$ cat config.mk
export PLATFORM = sky130hd
export DESIGN_NAME = mul_sequencer
export DESIGN_NICKNAME = d
export VERILOG_FILES = /design/src/rtl/kgp_mul_pkg.sv /design/src/rtl/mul_settle_counter.sv /design/src/rtl/mul_sequencer.sv
export SDC_FILE = /design/constraint.sdc
export NUM_CORES = 1
export LEC_CHECK = 0
export ABC_AREA = 1
export BUFFER_PORTS_ARGS = -buffer_cell sky130_fd_sc_hd__buf_4
export CORE_MARGIN = 2
export CORE_UTILIZATION = 35
export CTS_CLUSTER_DIAMETER = 150
export CTS_CLUSTER_SIZE = 10
export DETAILED_ROUTE_END_ITERATION = 6
export GPL_TIMING_DRIVEN = 0
export PLACE_DENSITY = 0.74
export SYNTH_ARGS = -nofsm -noshare
export SYNTH_HDL_FRONTEND = slang
export SYNTH_SLANG_ARGS = --single-unit
export TNS_END_PERCENT = 10
$ cat constraint.sdc
create_clock -name clk -period 1.4 [get_ports clk]
set_input_delay 0.28 -clock clk [delete_from_list [all_inputs] [get_ports clk]]
set_output_delay 0.28 -clock clk [all_outputs]
set_load 0.005 [all_outputs]
$ cat src/rtl/kgp_mul_pkg.sv
// Shared definitions for the multiply sequencer.
//   mul_state_e            : sequencer state encoding (IDLE, SETTLE, CAPTURE, WB)
//   SETTLE_CYCLES_DEFAULT  : default operand settle time in clocks
//   RD_W                   : destination register index width
//   CNT_W                  : settle counter width (covers 1..15 settle cycles)
package kgp_mul_pkg;

  typedef enum logic [1:0] {
    ST_IDLE    = 2'd0,
    ST_SETTLE  = 2'd1,
    ST_CAPTURE = 2'd2,
    ST_WB      = 2'd3
  } mul_state_e;

  localparam int SETTLE_CYCLES_DEFAULT = 3;
  localparam int RD_W                  = 5;
  localparam int CNT_W                 = 4;

endpackage

$ cat src/rtl/mul_settle_counter.sv
// Loadable up-counter with a terminal flag, used to time operand settling.
// Ports:
//   clk, rst  : clock, synchronous active-high reset
//   load      : load load_val (takes priority over inc)
//   load_val  : value to load
//   inc       : increment by one
//   terminal  : count currently equals TERM_VAL
module mul_settle_counter
  import kgp_mul_pkg::*;
#(
  parameter int TERM_VAL = 2
) (
  input  logic             clk,
  input  logic             rst,
  input  logic             load,
  input  logic [CNT_W-1:0] load_val,
  input  logic             inc,
  output logic             terminal
);

  localparam logic [CNT_W-1:0] TERM = CNT_W'(TERM_VAL);

  logic [CNT_W-1:0] count_q, count_d;

  always_comb begin
    count_d = count_q;
    if (load) begin
      count_d = load_val;
    end else if (inc) begin
      count_d = count_q + CNT_W'(1);
    end
  end

  always_ff @(posedge clk) begin
    if (rst) begin
      count_q <= '0;
    end else begin
      count_q <= count_d;
    end
  end

  assign terminal = (count_q == TERM);

endmodule

$ cat src/rtl/mul_sequencer.sv
// Multiply sequencer: latches a request, holds the operands stable on mul_a/mul_b
// for SETTLE_CYCLES+1 clocks (multicycle path into an external combinational
// multiplier), captures {mul_hi, mul_lo}, then presents LO for writeback.
// Ports:
//   clk, rst              : clock, synchronous active-high reset
//   req_valid/req_ready   : request handshake; req_a, req_b operands, req_rd index
//   mul_a, mul_b          : latched operands to the multiplier
//   mul_lo, mul_hi        : product halves from the multiplier
//   wb_valid/wb_ready     : writeback handshake; wb_data = LO, wb_rd = index
//   busy                  : sequencer is not in IDLE
// Optional feature, macro MUL_HILO_READ_EN: adds hilo_rd_en, hilo_sel (0=LO,1=HI)
// and a registered hilo_rd_data read port; HI is only stored in that build.
// Handshakes: a transfer happens on a clock edge where valid && ready are both
// high; the sender holds its payload stable while valid && !ready.
module mul_sequencer
  import kgp_mul_pkg::*;
#(
  parameter int SETTLE_CYCLES = SETTLE_CYCLES_DEFAULT,
  parameter int WIDTH         = 32
) (
  input  logic             clk,
  input  logic             rst,
  input  logic             req_valid,
  output logic             req_ready,
  input  logic [WIDTH-1:0] req_a,
  input  logic [WIDTH-1:0] req_b,
  input  logic [RD_W-1:0]  req_rd,
  output logic [WIDTH-1:0] mul_a,
  output logic [WIDTH-1:0] mul_b,
  input  logic [WIDTH-1:0] mul_lo,
  input  logic [WIDTH-1:0] mul_hi,
  output logic             wb_valid,
  input  logic             wb_ready,
  output logic [RD_W-1:0]  wb_rd,
  output logic [WIDTH-1:0] wb_data,
`ifdef MUL_HILO_READ_EN
  input  logic             hilo_rd_en,
  input  logic             hilo_sel,
  output logic [WIDTH-1:0] hilo_rd_data,
`endif
  output logic             busy
);

  mul_state_e state_q, state_d;
  logic req_ready_q, busy_q, wb_valid_q;
  logic accept, capture, cnt_term;

  logic [WIDTH-1:0] a_q, a_d, b_q, b_d, lo_q, lo_d;
  logic [RD_W-1:0]  rd_q, rd_d;

  assign accept  = req_valid && (state_q == ST_IDLE);
  assign capture = (state_q == ST_CAPTURE);

  // Counter is cleared on the acceptance edge, so the first SETTLE cycle sees 0.
  mul_settle_counter #(
    .TERM_VAL (SETTLE_CYCLES - 1)
  ) u_settle_cnt (
    .clk      (clk),
    .rst      (rst),
    .load     (accept),
    .load_val ('0),
    .inc      (state_q == ST_SETTLE),
    .terminal (cnt_term)
  );

  always_comb begin
    state_d = state_q;
    case (state_q)
      ST_IDLE:    if (accept)   state_d = ST_SETTLE;
      ST_SETTLE:  if (cnt_term) state_d = ST_CAPTURE;
      ST_CAPTURE:               state_d = ST_WB;
      ST_WB:      if (wb_ready) state_d = ST_IDLE;
      default:                  state_d = ST_IDLE;
    endcase
  end

  // Outputs are registered from the next state so they line up with state_q.
  always_ff @(posedge clk) begin
    if (rst) begin
      state_q     <= ST_IDLE;
      req_ready_q <= 1'b1;
      busy_q      <= 1'b0;
      wb_valid_q  <= 1'b0;
    end else begin
      state_q     <= state_d;
      req_ready_q <= (state_d == ST_IDLE);
      busy_q      <= (state_d != ST_IDLE);
      wb_valid_q  <= (state_d == ST_WB);
    end
  end

  always_comb begin
    a_d  = accept  ? req_a  : a_q;
    b_d  = accept  ? req_b  : b_q;
    rd_d = accept  ? req_rd : rd_q;
    lo_d = capture ? mul_lo : lo_q;
  end

  always_ff @(posedge clk) begin
    if (rst) begin
      a_q  <= '0;
      b_q  <= '0;
      rd_q <= '0;
      lo_q <= '0;
    end else begin
      a_q  <= a_d;
      b_q  <= b_d;
      rd_q <= rd_d;
      lo_q <= lo_d;
    end
  end

`ifdef MUL_HILO_READ_EN
  logic [WIDTH-1:0] hi_q, hi_d, rd_data_q, rd_data_d;

  // Reads use the pre-capture register values, so a read in the CAPTURE
  // cycle returns the old product half.
  always_comb begin
    hi_d      = capture ? mul_hi : hi_q;
    rd_data_d = rd_data_q;
    if (hilo_rd_en) begin
      rd_data_d = hilo_sel ? hi_q : lo_q;
    end
  end

  always_ff @(posedge clk) begin
    if (rst) begin
      hi_q      <= '0;
      rd_data_q <= '0;
    end else begin
      hi_q      <= hi_d;
      rd_data_q <= rd_data_d;
    end
  end

  assign hilo_rd_data = rd_data_q;
`else
  // HI is not stored in this build; the input is intentionally left unused.
  logic mul_hi_unused;
  assign mul_hi_unused = ^mul_hi;
`endif

  assign req_ready = req_ready_q;
  assign busy      = busy_q;
  assign wb_valid  = wb_valid_q;
  assign mul_a     = a_q;
  assign mul_b     = b_q;
  assign wb_data   = lo_q;
  assign wb_rd     = rd_q;

endmodule

=== Word level (Yosys, flattened, before mapping) ===
Cells that the tools add are included.

* Logic and storage cells: 24
* Input port bits: 137
* Bits in registers: 110
* Output and inout port bits: 104

* Add/subtract/negate cells: 1
* Eq/ne operators: 5
* Reduce and logical (&&, ||, !) cells: 5
* Multiplexer cells: 4

{| class="wikitable"
|+ Operator list
! cell !! count
|-
| $pmux W2 S4 || 1
|-
| $eq A2 B2 Y1 const B || 3
|-
| $mux W2 || 3
|-
| $add A4 B1 Y4 const B || 1
|-
| $eq A4 B2 Y1 const B || 1
|-
| $logic_not A2 Y1 || 2
|-
| $eq A2 B1 Y1 const B || 1
|-
| $reduce_bool A2 Y1 || 1
|-
| $reduce_or A2 Y1 || 1
|-
| $logic_and A1 B1 Y1 || 1
|}

=== Depth between registers and ports, before layout ===
Gate-level depths: netlist of run 1.

* Depth after elaboration: 5
* Depth in mapped cells: 7
* Gate-level depth less buffers: 7

=== Modules after synthesis ===
Synthesis of run 1 repeated with hierarchy kept, for this count alone.

* Cell total of the unflattened synthesis: 504
* Area, all modules: 4234.1 um2

{| class="wikitable"
|+ Modules (own cells, without submodules)
! module !! instances !! cells each !! sequential area each (um2) !! area an instance (um2)
|-
| mul_sequencer || 1 || 464 || 2122.0 || 3978.8
|-
| mul_settle_counter || 1 || 40 || 80.1 || 255.2
|}

=== Worst setup path after synthesis of run 1 ===
Ideal clock, no wire load.

* Path kind: flip-flop to flip-flop
* From: reg state_q[0]
* To: reg a_q[10] (netlist: mul_a[10])
* Required time: 1.284 ns
* Data arrival time: 1.003 ns
* Buffers on the path: 2
* Clock period less this slack: 1.119 ns
* Setup slack: 0.281 ns
* Stages on the path, launching flop included: 8
* Cells stage by stage: dfxtp_1 -> inv_2 -> nand3_4 -> inv_2 -> buf_4 -> buf_6 -> nor2_1 -> nor2_1

* Word-level cells in the longest chain between the ends: 2

{| class="wikitable"
|+ Ends and longest elaborated chain
! item !! RTL line !! RTL
|-
| start: declaration || mul_sequencer.sv:44 || <nowiki>mul_state_e state_q, state_d;</nowiki>
|-
| start signal: assignment || mul_sequencer.sv:85 || <nowiki>state_q <= state_d;</nowiki>
|-
| $logic_not A2 Y1 || mul_sequencer.sv:51 || <nowiki>assign accept = req_valid && (state_q == ST_IDLE);</nowiki>
|-
| $logic_and A1 B1 Y1 || mul_sequencer.sv:51 ||
|-
| end signal: assignment || mul_sequencer.sv:101 || <nowiki>a_q <= '0;</nowiki>
|-
| end signal: assignment || mul_sequencer.sv:106 || <nowiki>a_q <= a_d;</nowiki>
|-
| end: declaration || mul_sequencer.sv:48 || <nowiki>logic [WIDTH-1:0] a_q, a_d, b_q, b_d, lo_q, lo_d;</nowiki>
|}

Every way passes these cells.
A chain may end at the register's enable or synchronous reset.

=== Worst setup path in the final report of run 1 ===
* From: reg state_q[1]
* To: reg a_q[30] (netlist: mul_a[30])

Same word-level chain as after synthesis.

==> results.yml, run 1 <==
synth:
  synth.yosys.warnings: 0
  synth_nets: 638
  synth-seq-cells: 110
  synth.avg_cell_area_sq_um: 7.73
  ys_seq_area_share_pct: 57.1
  postSynthCellCount: 499
  yosys.cell_types.count: 18
  syn-cell-area_sq_um: 3860
timing:
  fin_tns_setup_ns: 0
  slew_violations: 0
  skew_ns: 0.0118
  finalHoldViolations: 0
  min_period_ns: 1.32
  setup_viol: 0
  rsz0062_at_grt: "true"
  relSlewSlack_pct: 65.7
  whs_ns: 0.0757
  fmax_mhz: 755
  period_share_pct: 94.6
  tightest_slew_ns: 0.515
pwr:
  ir_drop_mv: 0.486
  swShare_pct: 25.3
  intPower_mw: 4.84
  power.leakage_nw: 2.87
  power_mw: 6.49
  power.density_nw_per_um2: 1110
  p_comb_share_pct: 16.1
  clkPwrFrac_pct: 30.8
  pwr-share-seq_pct: 53.1
  power.switching_mw: 1.65
run_status:
  status: "completed"
job:
  drv_cap: 0
cells_and_area:
  antennaDiodeCount: 0
  syn2layout_area_growth_pct: 51.2
  final_area_sq_um: 5830
  nets: 858
  drive_above_1_share_pct: 34.3
  postLayoutCoreUtil_pct: 54.0
  fill_cells: 1042
global_route:
  antenna_found_initial: 0
  grt_usage_pct: 18.5
  grt_max_degree: 18
  grt_pass1_vias: 3788
  grt_first_pass_wirelength_um: 17200
  grt-ovfl-total: 0
routing:
  via_count: 3969
  wirelength_um: 11400
  drc_errors: 0
  drt_iter0_drc: 256
  wire_per_inst_um: 13.2
  firstDrtPassIters: 4
  viasPerCell: 4.59
  ant_nets: 0
worst_setup_path:
  r2r_slack_ns: 0.08
  crit_start: "state_q[1]"
  start_kind: "flop"
  cp_data_required_time_ns: 1.67
  crit_fanout: 10
  slowest_stage: "dfxtp_1"
  criticalPathCategory: "flop to flop"
  worstReg2RegStart: "state_q[1]"
  slowest_delay_ns: 0.33
  worstPathArrival_ns: 1.59
  crit_path_end_kind: "flop"
  crit_chain: "inv_2 -> nand3_4 -> buf_4 -> buf_2 -> o21ai_0 -> nor2_1"
placement:
  portBuffers: 208
  hpwl_um: 8770
  place_area_sq_um: 5590
  place_congestion: 0.811
cts:
  clk_pin_slew_ns: 0.10
  cts_buffer_depth: 2
  cts_tree: "yes"
  clockRootBuffer: "clkbuf_8"
  worstSkewPairLatency_ns: 0.37
  htreeDepth: 3
  cts_made_buffers: 9
  cts.sinks: 110
  cts_hold_buf: 0
die:
  dieArea_sq_um: 11900
  fp.coreArea_sq_um: 10800
  fp-row-count: 38
  num_io_pins: 241
  die_y_um: 109
  initial_core_util_pct: 35.7
  die_w_um: 109
worst_hold_path:
  hp-start: "rst"
  hold_class: "input port to flop"
-- cells in the mapped netlist --
| master | instances | area (sq um) |
|---|---|---|
| inv_2 | 3 | 11.3 |
| clkbuf_2 | 1 | 5.00 |
| buf_1 | 1 | 3.75 |
| o21ai_0 | 99 | 495 |
| nor2_2 | 1 | 6.26 |
| clkbuf_1 | 16 | 60.1 |
| nor2_1 | 212 | 796 |
| ha_1 | 2 | 25.0 |
| nand3_1 | 3 | 15.0 |
| a21oi_1 | 1 | 5.00 |
| dfxtp_1 | 110 | 2200 |
| o21ai_1 | 5 | 25.0 |
| nand2_1 | 20 | 75.1 |
| buf_4 | 1 | 7.51 |
| buf_2 | 11 | 55.1 |
| buf_6 | 1 | 11.3 |
| inv_1 | 11 | 41.3 |
| nand3_4 | 1 | 17.5 |
-- sequential cells by signal, indices dropped and copies added (netlist names) --
name and count:
wb_data 32, mul_a 32, busy 1, wb_rd 5, u_settle_cnt.count_q 4, wb_valid 1, state_q 2, req_ready 1
mul_b 32
-- through the flow --
| stage | setup WS (ns) | cells |
|---|---|---|
| after floorplan | 0.281 | 499 |
| after global placement | -0.230 | 847 |
| after detailed placement | -0.271 | 847 |
| after CTS | 0.0000601 | 863 |
| after global routing | -0.0377 | 864 |
| final | 0.0752 | 864 |
-- cells by family after synthesis --
| group | after synthesis | synth area share (%) |
|---|---|---|
| and+or+nand+nor | 237 | 23.6 |
| DFF | 110 | 57.1 |
| AOI/OAI and AO/OA | 105 | 13.6 |
| buffers and inverters | 45 | 5.06 |
| adders and majority gates | 2 | 0.649 |
-- worst max-delay path, delay by kind of cell (launching register included) --
| family | cells | cell delay, ns |
|---|---|---|
| AOI/OAI and AO/OA | 1 | 0.19 |
| buffers and inverters | 3 | 0.47 |
| DFF | 1 | 0.33 |
| and+or+nand+nor | 2 | 0.24 |
-- metal layers --
layer  global-route usage, %  part of all wire (%)
met1                    21.6                    41
met2                    31.1                    47
met3                    6.10                    11
met4                    7.51                   1.9
met5                       0                     0
-- final timing paths --
path          endpoint  depth (start not counted)
min reg2reg   mul_b[1]                          2
max          mul_a[30]                          6
max reg2reg  mul_a[30]                          6
min           wb_valid                          2
-- power by group through the flow --
stage	sequential (mW)	clock, mW	combinational, mW
after global placement	3.50	0	1.02
after detailed placement	3.52	0	1.04
after CTS	3.44	2.05	1.05
after global routing	3.47	2.18	1.17
after floorplan	3.52	0	0.384
final	3.45	2.00	1.04
-- cells in the final DEF (no fill, tap or decap) --
| cell | n |
|---|---|
| ha_1 | 2 |
| clkbuf_2 | 5 |
| o21ai_1 | 6 |
| buf_1 | 2 |
| a21oi_1 | 1 |
| dfxtp_2 | 1 |
| clkinvlp_4 | 2 |
| inv_1 | 11 |
| nor2_4 | 1 |
| dfxtp_1 | 109 |
| buf_4 | 209 |
| nor2_1 | 212 |
| clkbuf_8 | 11 |
| nand3_4 | 1 |
| buf_6 | 2 |
| buf_2 | 11 |
| nand3_1 | 3 |
| inv_6 | 2 |
| inv_2 | 2 |
| bufinv_16 | 1 |
| clkbuf_1 | 12 |
| o21ai_0 | 98 |
| nand2_1 | 20 |
-- layout make-up --
cell class | instances | area (sq um) | area share (%)
plain buffers | 31 | 151 | 2.60
repair buffers | 209 | 1570 | 26.9
well taps | 140 | 175 | 3.00
flip-flops and latches | 110 | 2200 | 37.8
clock inverters | 4 | 53.8 | 0.923
multi-input cells | 344 | 1470 | 25.1
clock buffers | 12 | 155 | 2.66
inverters | 14 | 57.6 | 0.987
-- repair_timing --
action / CTS / global route
resized for setup: 0 / 15
endpoints found under the setup margin: 0 / 56
setup buffers: 0 / 1
(Power assumes the default switching activity.)
==> run 2, diff against run 1 <==
==> constraint.sdc (replaced) <==
create_clock -name clk -period 1.48 [get_ports clk]
set_input_delay 0.296 -clock clk [delete_from_list [all_inputs] [get_ports clk]]
set_output_delay 0.296 -clock clk [all_outputs]
set_load 0.005 [all_outputs]
==> results.yml, run 2 (synthesized netlist as in run 1, its figures left out) <==
run_status:
  status: "completed"
worst_setup_path:
  cpLargestDelayFamily: "buffers and inverters"
  r2r_slack_ns: 0.13
  crit_fanout: 10
  r2r-end: "mul_a[9]"
  worstSetupPathDepth: 7
  critical_path_buf_inv_count: 4
  start_kind: "flop"
  criticalPathCategory: "flop to flop"
  cp_data_required_time_ns: 1.75
  slowest_delay_ns: 0.44
  slowest_stage: "dfxtp_1"
  worstReg2RegStart: "state_q[0]"
  crit_path_end_kind: "flop"
  worst-r2r-cell-count: 7
  cp_common_cell: "nor2_1"
  crit_chain: "inv_2 -> nand3_4 -> inv_4 -> buf_4 -> buf_6 -> nor2_1 -> nor2_1"
  worstPathArrival_ns: 1.62
worst_hold_path:
  worst_hold_path.endpoint: "wb_valid"
  hold_depth: 2
  hp-start: "rst"
  hold_class: "input port to flop"
timing:
  fmax_mhz: 743
  rsz0062_at_grt: "true"
  whs_ns: 0.0898
  relSlewSlack_pct: 66.1
  fin_tns_setup_ns: 0
  setup_viol: 0
  finalHoldViolations: 0
  layout_setup_ws_ns: 0.134
  min_period_ns: 1.35
  tightest_slew_ns: 0.508
  skew_ns: 0.0116
  period_share_pct: 91.0
  slew_violations: 0
pwr:
  pwr-share-seq_pct: 53.1
  clkPwrFrac_pct: 30.9
  intPower_mw: 4.58
  power.switching_mw: 1.55
  p_comb_share_pct: 16.0
  ir_drop_mv: 0.460
  power.density_nw_per_um2: 1060
  swShare_pct: 25.4
  power.leakage_nw: 2.85
cts:
  cts_setup_buffers: 0
  clk_pin_slew_ns: 0.10
  cts.sinks: 110
  worstSkewPairLatency_ns: 0.37
  clockRootBuffer: "clkbuf_8"
  cts_tree: "yes"
  htreeDepth: 3
  cts_buffer_depth: 2
  cts_made_buffers: 9
global_route:
  grt_pass1_vias: 3788
  grt_max_degree: 18
  antenna_found_initial: 0
  grt-ovfl-total: 0
  grt_first_pass_wirelength_um: 17200
  grt_usage_pct: 18.5
placement:
  pre_cts_ws_ns: -0.207
  hpwl_um: 8770
  place_congestion: 0.811
  place_area_sq_um: 5590
  portBuffers: 208
die:
  fp.coreArea_sq_um: 10800
  dieArea_sq_um: 11900
  num_io_pins: 241
  fp-row-count: 38
  initial_core_util_pct: 35.7
  die_w_um: 109
  die_y_um: 109
routing:
  via_count: 3982
  wire_per_inst_um: 13.2
  drt_iter0_drc: 249
  drc_errors: 0
  ant_nets: 0
  firstDrtPassIters: 4
  wirelength_um: 11400
  viasPerCell: 4.61
cells_and_area:
  final_cell_mix: "nor2_1, buf_4, dfxtp_1"
  final_area_sq_um: 5810
  antennaDiodeCount: 0
  fill_cells: 1044
  drive_above_1_share_pct: 33.5
  final_common_cell: "nor2_1"
  nets: 857
  syn2layout_area_growth_pct: 50.5
job:
  drv_cap: 0
## run 2: cell count changes in the layout (fill, tap and decap cells not counted)
cell	before	now
inv_4	0	1
dfxtp_1	109	110
o21ai_1	6	5
o21ai_0	98	99
buf_1	2	1
clkbuf_2	5	1
clkbuf_1	12	17
inv_6	2	1
buf_6	2	1
dfxtp_2	1	0
nor2_2	0	1
nor2_4	1	0
## run 2: how the worst max path moves through the flow
| stage | startpoint | endpoint | slack, ns |
|---|---|---|---|
| global route | state_q[1] | wb_data[21] | -0.02 |
| floorplan | state_q[0] | mul_a[10] | 0.36 |
| detailed placement | rst | mul_b[3] | -0.21 |
| CTS | state_q[0] | mul_a[6] | 0.08 |
| global placement | rst | mul_b[1] | -0.17 |
| finish | state_q[0] | mul_a[9] | 0.13 |
## run 2: area by class of cell
class,instances,area (sq um),share of cell area [%]
inverter,14,55.1,0.948
multi-input combinational,344,1460,25.2
clock buffer,12,155,2.67
clock inverter,4,53.8,0.927
tap,140,175,3.02
buffer,31,143,2.46
sequential,110,2200,37.9
timing repair buffer,208,1560,26.9
## run 2: through the flow
stage | power (mW) | cells | utilization [%]
4_1_cts | 6.19 | 863 | 53.8
6_report | 6.13 | 863 | 53.8
3_5_place_dp | 4.31 | 847 | 51.8
3_3_place_gp | 4.28 | 847 | 51.8
5_1_grt | 6.44 | 863 | 53.8
2_1_floorplan | 3.69 | 499 | -
## run 2: power groups by stage
stage | sequential (mW) | clock, mW | combinational, mW
floorplan | 3.33 | 0 | 0.363
CTS | 3.26 | 1.94 | 0.990
detailed placement | 3.33 | 0 | 0.988
global placement | 3.31 | 0 | 0.965
global route | 3.28 | 2.07 | 1.10
finish | 3.26 | 1.89 | 0.982
## run 2: per-layer routing
| layer | up-vias | wire length, um | global-route usage [%] |
|---|---|---|---|
| li1 | 2017 | - | - |
| met1 | 1769 | 4620 | 21.6 |
| met2 | 178 | 5350 | 31.1 |
| met3 | 18 | 1220 | 6.10 |
| met4 | 0 | 218 | 7.51 |
| met5 | - | 0 | 0 |
## run 2: timing repair
action	in CTS	in global routing
hold buffers	0	0
endpoints found under the setup margin	0	11
gates resized for setup	0	1
==> run 3, diff against run 2 <==
==> constraint.sdc (replaced) <==
create_clock -name clk -period 1.57 [get_ports clk]
set_input_delay 0.314 -clock clk [delete_from_list [all_inputs] [get_ports clk]]
set_output_delay 0.314 -clock clk [all_outputs]
set_load 0.005 [all_outputs]
==> results.yml, run 3 (synthesized netlist as in run 1, its figures left out) <==
run_status:
  status: "completed"
die:
  dieArea_sq_um: 11900
  num_io_pins: 241
  fp.coreArea_sq_um: 10800
  die_y_um: 109
  fp-row-count: 38
  die_w_um: 109
  initial_core_util_pct: 35.7
timing:
  period_share_pct: 88.1
  slew_violations: 0
  setup_viol: 0
  rsz0062_at_grt: "false"
  tightest_slew_ns: 0.508
  min_period_ns: 1.38
  relSlewSlack_pct: 66.1
  fin_tns_setup_ns: 0
  fmax_mhz: 723
  skew_ns: 0.0116
  finalHoldViolations: 0
routing:
  ant_nets: 0
  firstDrtPassIters: 4
  wire_per_inst_um: 13.2
  wirelength_um: 11400
  drt_iter0_drc: 249
  via_count: 3985
  drc_errors: 0
  viasPerCell: 4.62
job:
  drv_cap: 0
worst_hold_path:
  hold_class: "input port to flop"
cts:
  worstSkewPairLatency_ns: 0.37
  htreeDepth: 3
  cts_hold_buf: 0
  cts_setup_buffers: 0
  cts_buffer_depth: 2
  clk_pin_slew_ns: 0.10
  cts.sinks: 110
  cts_made_buffers: 9
  ctsResizeCount: 0
  clockRootBuffer: "clkbuf_8"
  cts_tree: "yes"
worst_setup_path:
  crit_path_end_kind: "flop"
  slowest_stage: "dfxtp_1"
  cp_data_required_time_ns: 1.84
  slowest_delay_ns: 0.44
  worstPathArrival_ns: 1.65
  r2r_slack_ns: 0.19
  crit_chain: "inv_2 -> nand3_4 -> inv_2 -> buf_4 -> buf_6 -> nor2_1 -> nor2_1"
  cpLargestDelayFamily: "buffers and inverters"
  start_kind: "flop"
  criticalPathCategory: "flop to flop"
  critical_path_buf_inv_count: 4
  crit_fanout: 10
pwr:
  power.leakage_nw: 2.85
  pwr-share-seq_pct: 53.1
  intPower_mw: 4.31
  power.switching_mw: 1.46
  swShare_pct: 25.4
  clkPwrFrac_pct: 30.9
  ir_drop_mv: 0.434
  power.density_nw_per_um2: 996
  p_comb_share_pct: 16.0
global_route:
  grt_first_pass_wirelength_um: 17200
  grt_pass1_vias: 3788
  grt-ovfl-total: 0
  grt_max_degree: 18
  antenna_found_initial: 0
  grt_usage_pct: 18.5
cells_and_area:
  final_cell_mix: "nor2_1, buf_4, dfxtp_1"
  syn2layout_area_growth_pct: 50.4
  antennaDiodeCount: 0
  final_common_cell: "nor2_1"
  nets: 857
  postLayoutCoreUtil_pct: 53.8
  final_area_sq_um: 5800
  drive_above_1_share_pct: 33.5
placement:
  portBuffers: 208
  place_congestion: 0.811
  hpwl_um: 8770
  place_area_sq_um: 5590
## run 3: cell count changes in the layout (fill, tap and decap cells not counted)
cell | before | now
inv_4 | 1 | 0
inv_2 | 2 | 3
## run 3: path summary, 6_finish.rpt
kind                                  from  endpoint  cells past startpoint
worst max-delay path            state_q[0]  mul_a[9]                      7
worst min-delay path                   rst  wb_valid                      2
worst max register to register  state_q[0]  mul_a[9]                      7
worst min register to register    mul_b[1]  mul_b[1]                      2
## run 3: through the flow
step	worst slack, ns	hold WS, ns	instances	total power, mW
CTS	0.170	0.0866	863	5.83
finish	0.187	0.108	863	5.78
global route	0.0439	0.0845	863	6.07
global placement	-0.0936	0.466	847	4.03
detailed placement	-0.135	0.474	847	4.07
floorplan	0.451	0.386	499	3.48
## run 3: power by group through the flow
stage	Combinational, mW	Sequential [mW]	Clock [mW]
6_report	0.924	3.07	1.78
5_1_grt	1.03	3.09	1.95
4_1_cts	0.934	3.07	1.83
3_5_place_dp	0.931	3.14	0
3_3_place_gp	0.910	3.12	0
2_1_floorplan	0.342	3.14	0
## run 3: area by class of cell
type                            count  area, sq um
Clock buffer                       12          155
Clock inverter                      4         53.8
Buffer                             31          143
Timing Repair Buffer              208         1560
Multi-Input combinational cell    344         1460
Tap cell                          140          175
Sequential cell                   110         2200
Inverter                           14         52.6
Fill cell                        1045         4990
## run 3: layer usage
| metal | global-route usage [%] | wire (um) |
|---|---|---|
| met1 | 21.6 | 4630 |
| met5 | 0 | 0 |
| met4 | 7.51 | 218 |
| met3 | 6.10 | 1220 |
| met2 | 31.1 | 5340 |
